File: src/rtl/systolic_result_drain_pkg.sv
// Shared types and constants for the systolic result drain.
// SYS_DRAIN_RELU_EN (optional) clamps negative output elements to zero.
package systolic_result_drain_pkg;

  localparam int unsigned DEF_N          = 8;
  localparam int unsigned DEF_DATA_WIDTH = 32;
  localparam int unsigned DEF_CNT_WIDTH  = $clog2(DEF_N + 1);

  typedef logic [DEF_DATA_WIDTH-1:0] result_row_t [DEF_N];

  typedef enum logic [1:0] {
    ST_IDLE = 2'd0,
    ST_RUN  = 2'd1,
    ST_DONE = 2'd2
  } drain_state_t;

  // A column count must be able to hold N itself, so N+1 distinct values.
  function automatic int unsigned cnt_width(input int unsigned n);
    return $clog2(n + 1);
  endfunction

endpackage

File: src/rtl/systolic_result_drain_column_buffer.sv
// One column of the result drain: N-deep write-once buffer with its own fill count.
module result_column_buffer
  import systolic_result_drain_pkg::*;
#(
  parameter int unsigned N          = 8,
  parameter int unsigned DATA_WIDTH = 32,
  parameter int unsigned CW         = cnt_width(N),
  parameter int unsigned RW         = $clog2(N)
) (
  input  logic                  clk_i,
  input  logic                  rst_i,
  input  logic                  clear_i,
  input  logic                  wr_en_i,
  input  logic [DATA_WIDTH-1:0] wr_data_i,
  input  logic [RW-1:0]         rd_idx_i,
  output logic [DATA_WIDTH-1:0] rd_data_o,
  output logic [CW-1:0]         count_o,
  output logic                  drop_o
);

  localparam logic [CW-1:0] FULL = CW'(N);

  logic [DATA_WIDTH-1:0] mem [N];
  logic [CW-1:0]         cnt;

  always_ff @(posedge clk_i or posedge rst_i) begin
    if (rst_i) begin
      cnt <= '0;
      for (int unsigned i = 0; i < N; i++) mem[i] <= '0;
    end else if (clear_i) begin
      cnt <= '0;
    end else if (wr_en_i && (cnt < FULL)) begin
      mem[cnt[RW-1:0]] <= wr_data_i;
      cnt              <= cnt + CW'(1);
    end
  end

  assign rd_data_o = mem[rd_idx_i];
  assign count_o   = cnt;
  assign drop_o    = wr_en_i && (cnt == FULL);

endmodule

File: src/rtl/systolic_result_drain.sv
// Collects skewed per-column array results and re-emits aligned rows on valid/ready.
// SYS_DRAIN_RELU_EN: when defined, negative output elements are driven as zero.
module systolic_result_drain
  import systolic_result_drain_pkg::*;
#(
  parameter int unsigned N          = 8,
  parameter int unsigned DATA_WIDTH = 32
) (
  input  logic                    clk_i,
  input  logic                    rst_i,
  input  logic                    start_i,
  input  logic [N*DATA_WIDTH-1:0] south_i,
  input  logic [N-1:0]            south_valid_i,
  output logic [N*DATA_WIDTH-1:0] out_data_o,
  output logic                    out_valid_o,
  input  logic                    out_ready_i,
  output logic [$clog2(N)-1:0]    out_row_o,
  output logic                    busy_o,
  output logic                    done_o,
  output logic                    overflow_o
);

  localparam int unsigned CW = cnt_width(N);
  localparam int unsigned RW = $clog2(N);

  drain_state_t          state;
  logic [RW-1:0]         row;
  logic                  overflow;
  logic [CW-1:0]         cnt     [N];
  logic [DATA_WIDTH-1:0] rd_data [N];
  logic [N-1:0]          drop;
  logic                  run;
  logic                  start_fire;
  logic                  accept;
  logic                  last_row;

  assign run        = (state == ST_RUN);
  assign start_fire = (state == ST_IDLE) && start_i;
  assign accept     = out_valid_o && out_ready_i;
  assign last_row   = (row == RW'(N - 1));

  for (genvar g = 0; g < N; g++) begin : g_col
    result_column_buffer #(
      .N          (N),
      .DATA_WIDTH (DATA_WIDTH),
      .CW         (CW),
      .RW         (RW)
    ) u_col (
      .clk_i     (clk_i),
      .rst_i     (rst_i),
      .clear_i   (start_fire),
      .wr_en_i   (run && south_valid_i[g]),
      .wr_data_i (south_i[g*DATA_WIDTH +: DATA_WIDTH]),
      .rd_idx_i  (row),
      .rd_data_o (rd_data[g]),
      .count_o   (cnt[g]),
      .drop_o    (drop[g])
    );
  end

  always_ff @(posedge clk_i or posedge rst_i) begin
    if (rst_i) begin
      state    <= ST_IDLE;
      row      <= '0;
      overflow <= 1'b0;
    end else begin
      case (state)
        ST_IDLE: begin
          if (start_i) begin
            state    <= ST_RUN;
            row      <= '0;
            overflow <= 1'b0;
          end
        end
        ST_RUN: begin
          if (|drop) overflow <= 1'b1;
          // Row pointer never wraps; the final accept leaves it parked on N-1.
          if (accept) begin
            if (last_row) state <= ST_DONE;
            else          row   <= row + RW'(1);
          end
        end
        ST_DONE: state <= ST_IDLE;
        default: state <= ST_IDLE;
      endcase
    end
  end

  always_comb begin
    out_valid_o = run;
    for (int unsigned j = 0; j < N; j++) begin
      if (!(cnt[j] > CW'(row))) out_valid_o = 1'b0;
    end
  end

  always_comb begin
    out_data_o = '0;
    for (int unsigned j = 0; j < N; j++) begin
`ifdef SYS_DRAIN_RELU_EN
      out_data_o[j*DATA_WIDTH +: DATA_WIDTH] =
        rd_data[j][DATA_WIDTH-1] ? '0 : rd_data[j];
`else
      out_data_o[j*DATA_WIDTH +: DATA_WIDTH] = rd_data[j];
`endif
    end
  end

  assign out_row_o  = row;
  assign busy_o     = run;
  assign done_o     = (state == ST_DONE);
  assign overflow_o = overflow;

endmodule

File: config.mk
export PLATFORM = sky130hd
export DESIGN_NAME = systolic_result_drain
export DESIGN_NICKNAME = d
export VERILOG_FILES = /design/src/rtl/systolic_result_drain_pkg.sv /design/src/rtl/systolic_result_drain_column_buffer.sv /design/src/rtl/systolic_result_drain.sv
export SDC_FILE = /design/constraint.sdc
export NUM_CORES = 2
export LEC_CHECK = 0
export CORE_MARGIN = 1
export CORE_UTILIZATION = 60
export CTS_CLUSTER_DIAMETER = 40
export DETAILED_ROUTE_END_ITERATION = 7
export GPL_ROUTABILITY_DRIVEN = 0
export GPL_TIMING_DRIVEN = 0
export PLACE_DENSITY = 0.82
export SYNTH_ARGS = -nofsm -noshare
export SYNTH_HDL_FRONTEND = slang
export SYNTH_SLANG_ARGS = --single-unit
File: constraint.sdc
create_clock -name clk_i -period 81 [get_ports clk_i]
set_input_delay 16.2 -clock clk_i [delete_from_list [all_inputs] [get_ports clk_i]]
set_output_delay 16.2 -clock clk_i [all_outputs]
set_load 0.02 [all_outputs]
Word-level counts from Yosys, hierarchy flattened
Cells that the tools add are included.
- $mul: 0
- add/sub/neg operators: 9
- eq/ne operators: 16
- multiplexer cells: 83
- bitwise logic cells: 10
- divide/modulo/power cells: 0
- shift operators: 0
- reductions and logical operators: 56
- magnitude comparators: 33
- operator list (cell ; count):
    $bwmux 256 ; 8
    $bmux 32 s3 ; 8
    $demux 32 s3 ; 8
    $mux 32 ; 24
    $mux 4 ; 16
    $ge 4x4->1 const B ; 9
    $not 3->4 ; 9
    $logic_and 1x1->1 ; 34
    $add 4x1->4 const B ; 8
    $eq 4x4->1 const B ; 8
    $gt 4x3->1 ; 8
    $lt 4x1->1 const B ; 8
    $lt 4x4->1 const B ; 8
    $reduce_bool 2->1 ; 9
    $reduce_and 2->1 ; 8
    $mux 1 ; 10
    $mux 3 ; 3
    $reduce_or 8->1 ; 1
    $mux 2 ; 3
    $ne 2x1->1 const B ; 3
    $pmux 3 s2 ; 1
    $reduce_and 3->1 ; 2
    $ne 2x2->1 const B ; 2
    $pmux 2 s2 ; 1
    8 further kinds ; 8
- register bits: 2086
- ROM bits: 0
- RAM bits: 0
- output and inout port bits: 263
- word-level logic and storage cells: 282
- memories: 0
- latch bits: 0
- bits of input ports: 268

Longest topological paths before layout
- depth in word-level cells: 12
- mapped depth: 11
- depth with buffers taken out: 8

By module
A second synthesis with hierarchy kept.
- cells, all modules: 5600
- area total of the unflattened synthesis: 94563.2 um^2
- by module, submodules not included (module ; sequential area each (um^2) ; cells an instance ; area an instance (um^2) ; instances):
    result_column_buffer at g_col[2].u_col ... ; 6506.2 ; 685 ; 11668.7 ; 6
    result_column_buffer at g_col[0].u_col ... ; 6506.2 ; 685 ; 11766.3 ; 2
    systolic_result_drain ; 150.1 ; 120 ; 1018.5 ; 1

Least setup slack after synthesis
Ideal clock, no wire load.
- kind: register -> output
- start point: register row[1], in the netlist out_row_o[1]
- end point: output out_valid_o
- required time: 64.800 ns
- buffers on the path: 3
- slack: 61.808 ns
- cell stages (with the launch flop): 11
- data arrival time: 2.992 ns
- cell sequence: dfrtp_1 > clkbuf_1 > clkbuf_1 > clkbuf_1 > inv_1 > ha_1 > nor2b_1 > o21ai_0 > a2111oi_0 > o211ai_1 > nor2_1
- word-level cells in the longest chain between the ends: 9
- RTL lines (element ; line ; text):
    start: declaration ; systolic_result_drain.sv:27 ; logic [RW-1:0] row;
    start signal: assignment ; systolic_result_drain.sv:80 ; else row <= row + RW'(1);
    $gt 4x3->1 ; systolic_result_drain.sv:92 ; if (!(cnt[j] > CW'(row))) out_valid_o = 1'b0;
    $mux 1 (7 in a row) ; systolic_result_drain.sv:92 ;
    $mux 1 (*) ; systolic_result_drain.sv:92 ;
    end: declaration ; systolic_result_drain.sv:15 ; output logic out_valid_o,
Mark *: on every way between the ends. The rest lies on a longest branch, timed or not.

Final worst setup path
Ends and elaborated chain as after synthesis.

==> results.json <==
{
  "cts.htree.levels": 5,
  "syn_inst": 6114,
  "chipHeight_um": 398,
  "final.setup.tns_ps": 0,
  "grt.overflow.total": 0,
  "initial_core_util": 0.607,
  "drive_gt1_frac": 0.406,
  "max_clock_freq_mhz": 43.5,
  "first_pass_iters": 7,
  "worst_path_dominant_cell_family": "buffers and inverters",
  "startpoint_type": "register",
  "path_common_cell": "sky130_fd_sc_hd__clkbuf_1",
  "timing.critical_path.required_ps": 64800,
  "postSynthNetCount": 6424,
  "via_count": 56700,
  "worst_setup_path_end_kind": "output port",
  "timing_worst_setup_path_type": "reg2out",
  "worst_min_delay_path_class": "reg2reg",
  "drc_errors": 0,
  "wire_per_inst_um": 26.4,
  "power.ir.vdd_worst_mv": 0.0314,
  "outcome": "completed",
  "pwr-share-comb": 0.403,
  "grt.total_usage": 0.316,
  "final_min_period_over_clock_period": 0.284,
  "mappedNetlistArea_mm2": 0.0940,
  "final_antenna_net_count": 0,
  "global_route_wire_length_before_repair_um": 376000,
  "clock_insertion_delay_worst_skew_ps": 910,
  "largest_net_degree_at_the_start_of_global_routing": 140,
  "cts-root-buf": "sky130_fd_sc_hd__clkbuf_16",
  "cpPeakStageDelay_ps": 920,
  "post_cts.repair.setup_buffers": 0,
  "synthFlopType": "sky130_fd_sc_hd__dfrtp_1",
  "synth_async_sr_flop_share": 1.00,
  "seq_area_frac_synth": 0.556,
  "drv.max_cap_violation_count": 0,
  "switchingPower_w": 0.00173,
  "post_cts_resize_count": 0,
  "yosys_cell_types": 47,
  "routed_via_density": 6.13,
  "worst_setup_hold_path_clk_slew_ps": 50,
  "power.density_cell_area_mw_per_mm2": 45.9,
  "intPower_w": 0.00341,
  "max_slew_headroom_at_the_worst_pin": 0.0174,
  "cts.sink_count": 2086,
  "report.final.hold_viol_count": 0,
  "finish.net_count": 7264,
  "maxSlewViolCount": 0,
  "timing.critical_path.arrival_ps": 6790,
  "yosys_register_bits": 2086,
  "maximum_fanout_along_the_worst_path": 10,
  "setup_viol": 0,
  "detail_route.wirelength_um": 244000,
  "antenna_found_initial": 67,
  "die_area_mm2": 0.158,
  "die_x_um": 398,
  "port_buffers": 530,
  "period_minus_slack_ps": 22990,
  "clockBufferDepth": 4,
  "core-area_mm2": 0.155,
  "placedCellCount": 8706,
  "layout-area-overhead-vs-synth_pct": 19.2,
  "p_sw_frac": 0.337,
  "clock_skew_ps": 43.7,
  "power.leakage_nw": 49.1,
  "crit_chain": "clkbuf_1, clkbuf_2, clkbuf_1, inv_1, ha_1, nand4b_1, o31ai_1, a2111oi_0, o211ai_1, nor2_1, clkdlybuf4s50_1",
  "max_slew.worst_pin.slew_ps": 1470,
  "syn-mean-instance-area_um2": 15.4,
  "number_of_flops_mapped_to_enable_cells_by_yosys": 0,
  "critPathSlowestCell": "sky130_fd_sc_hd__a2111oi_0",
  "power.share.sequential": 0.352,
  "io_pins": 531,
  "number_of_global_route_vias_before_repair": 61500,
  "first_iter_violations": 3979,
  "number_of_buffers_added_to_fix_hold_violations_after_cts": 0,
  "clockPowerShare": 0.244,
  "ys_warn_count": 0,
  "cts_tree": "yes",
  "final_cell_count_no_fill": 9237,
  "placement_rows": 144,
  "rsz0062_at_grt": "no",
  "post-dp-hpwl_um": 162000,
  "worstPathBufferInverterCount": 5,
  "cts_made_buffers": 290
}
-- synth_stat cells (3+ instances only) --
master	count	area share
sky130_fd_sc_hd__dfrtp_1	2086	0.56
sky130_fd_sc_hd__mux2_2	1603	0.19
sky130_fd_sc_hd__nand2_1	830	0.033
sky130_fd_sc_hd__mux4_2	512	0.12
sky130_fd_sc_hd__mux2_1	447	0.054
sky130_fd_sc_hd__buf_2	190	0.010
sky130_fd_sc_hd__clkbuf_1	94	0.0038
sky130_fd_sc_hd__buf_4	51	0.0041
sky130_fd_sc_hd__buf_1	48	0.0019
sky130_fd_sc_hd__ha_1	42	0.0056
sky130_fd_sc_hd__nor2_1	30	0.0012
sky130_fd_sc_hd__inv_1	25	0.0010
sky130_fd_sc_hd__nand4b_1	14	0.0013
sky130_fd_sc_hd__nor3_2	12	0.0013
sky130_fd_sc_hd__nand3_2	9	0.00096
sky130_fd_sc_hd__nor3b_4	9	0.0018
sky130_fd_sc_hd__a2111oi_0	8	0.00075
sky130_fd_sc_hd__nand4_1	8	0.00053
sky130_fd_sc_hd__xor2_1	8	0.00075
sky130_fd_sc_hd__nand2_2	7	0.00047
sky130_fd_sc_hd__nor3_1	7	0.00037
sky130_fd_sc_hd__a22o_1	6	0.00056
sky130_fd_sc_hd__and2_1	6	0.00040
sky130_fd_sc_hd__buf_6	6	0.00072
sky130_fd_sc_hd__nor2_2	6	0.00040
sky130_fd_sc_hd__nand3_1	5	0.00027
sky130_fd_sc_hd__nor3_4	5	0.00087
sky130_fd_sc_hd__nand3b_2	4	0.00048
sky130_fd_sc_hd__nor3b_2	4	0.00053
sky130_fd_sc_hd__nor4_1	4	0.00027
sky130_fd_sc_hd__o21ai_0	4	0.00021
sky130_fd_sc_hd__o31ai_1	4	0.00032
sky130_fd_sc_hd__nand2_4	3	0.00036
-- worst paths after layout --
path                                           from                                   to  slack (ps)  depth (start not counted)
max                        out_row_o[1]$_DFFE_PP0P_                          out_valid_o       58010                         11
min                            state[1]$_DFFE_PP0P_                 state[0]$_DFFE_PP0P_         480                          1
max reg2reg                out_row_o[1]$_DFFE_PP0P_             out_row_o[1]$_DFFE_PP0P_       75210                         11
min reg2reg                    state[1]$_DFFE_PP0P_                 state[0]$_DFFE_PP0P_         480                          1
max in group asynchronous                     rst_i  g_col[4].u_col.mem[175]$_DFFE_PP0P_       62470                          6
min in group asynchronous                     rst_i   g_col[2].u_col.mem[78]$_DFFE_PP0P_       15750                          2
-- sequential cells by signal, indices dropped and copies added, names as in the netlist --
| register | cells |
|---|---|
| state | 2 |
| g_col.u_col.mem | 2048 |
| overflow_o | 1 |
| g_col.u_col.count_o | 32 |
| out_row_o | 3 |
-- power by group through the flow --
stage          combinational (W)  clock (W)  sequential (W)
6_report                 0.00207    0.00126         0.00181
5_1_grt                  0.00220    0.00132         0.00187
4_1_cts                  0.00209    0.00127         0.00181
3_5_place_dp             0.00207          0         0.00181
3_3_place_gp             0.00200          0         0.00181
2_1_floorplan            0.00139          0         0.00176
-- layout make-up --
type                       instances  area, um2
buffer                           389       1940
clock buffer                     364       7930
clock inverter                   132       1630
inverter                          27        110
antenna                           35       87.6
sequential                      2086      52200
fill                            9543      42800
multi-input combinational       3612      39700
timing repair buffer             548       5790
tap                             2044       2560
-- worst reg2reg max path, delay by kind of cell, from the launching register on --
kind	cells	cell delay (ps)
fa+ha+maj	1	470
mux	1	390
flops	1	360
compound gates	3	1370
buf+inv	4	2460
simple gates	2	620
-- cell usage in the layout (no fill, tap or decap), types with 8 or more instances in the layout --
| master | netlist | routed |
|---|---|---|
| sky130_fd_sc_hd__clkinv_4 | 0 | 20 |
| sky130_fd_sc_hd__nand4_1 | 8 | 8 |
| sky130_fd_sc_hd__buf_1 | 48 | 46 |
| sky130_fd_sc_hd__buf_16 | 0 | 17 |
| sky130_fd_sc_hd__clkdlybuf4s50_1 | 0 | 530 |
| sky130_fd_sc_hd__clkbuf_8 | 0 | 29 |
| sky130_fd_sc_hd__mux2_1 | 447 | 447 |
| sky130_fd_sc_hd__ha_1 | 42 | 42 |
| sky130_fd_sc_hd__nor3b_4 | 9 | 9 |
| sky130_fd_sc_hd__clkbuf_1 | 94 | 129 |
| sky130_fd_sc_hd__buf_4 | 51 | 51 |
| sky130_fd_sc_hd__nor2_1 | 30 | 30 |
| sky130_fd_sc_hd__nor3_2 | 12 | 12 |
| sky130_fd_sc_hd__clkinvlp_4 | 0 | 15 |
| sky130_fd_sc_hd__nand3_2 | 9 | 9 |
| sky130_fd_sc_hd__mux2_2 | 1603 | 1603 |
| sky130_fd_sc_hd__inv_8 | 0 | 10 |
| sky130_fd_sc_hd__dfrtp_1 | 2086 | 2086 |
| sky130_fd_sc_hd__bufinv_16 | 0 | 27 |
| sky130_fd_sc_hd__inv_1 | 25 | 24 |
| sky130_fd_sc_hd__a2111oi_0 | 8 | 8 |
| sky130_fd_sc_hd__nand2_1 | 830 | 830 |
| sky130_fd_sc_hd__inv_6 | 0 | 27 |
| sky130_fd_sc_hd__clkinv_2 | 1 | 33 |
| sky130_fd_sc_hd__clkbuf_16 | 0 | 295 |
| sky130_fd_sc_hd__xor2_1 | 8 | 8 |
| sky130_fd_sc_hd__buf_2 | 190 | 191 |
| sky130_fd_sc_hd__nand4b_1 | 14 | 14 |
| sky130_fd_sc_hd__diode_2 | 0 | 35 |
| sky130_fd_sc_hd__mux4_2 | 512 | 512 |
-- cells by family (layout without fill, tap and decap cells) --
logic type / count (synthesis) / count (layout) / synth area share
fa+ha+maj: 42 / 42 / 0.00559
simple gates: 973 / 973 / 0.0458
other cells: 0 / 35 / 0
compound gates: 26 / 26 / 0.00213
mux: 2563 / 2563 / 0.369
buf+inv: 416 / 1460 / 0.0217
xor+xnor: 8 / 8 / 0.000746
flops: 2086 / 2086 / 0.556
-- per-stage QoR --
stage           util  hold slack [ps]  setup WS [ps]  total power (W)  instance area (um2)
2_1_floorplan      -              440           5870          0.00315                94000
5_1_grt        0.723              492          57710          0.00539               112000
3_5_place_dp   0.661              469          58860          0.00388               102000
6_report       0.723              477          58010          0.00514               112000
3_3_place_gp   0.658              457         -13890          0.00382               102000
4_1_cts        0.723              476          57750          0.00516               112000
-- routing by layer --
metal  share of wire  routed length (um)  GRT usage  up-vias
li1                -                   -          -    24100
met1            0.41               98900      0.425    30200
met2            0.48              116000      0.489     1667
met3           0.070               17200     0.0765      593
met4           0.047               11400      0.147       66
met5          0.0018                 428          0        -
Note: power is estimated with default switching activity, not from simulation.
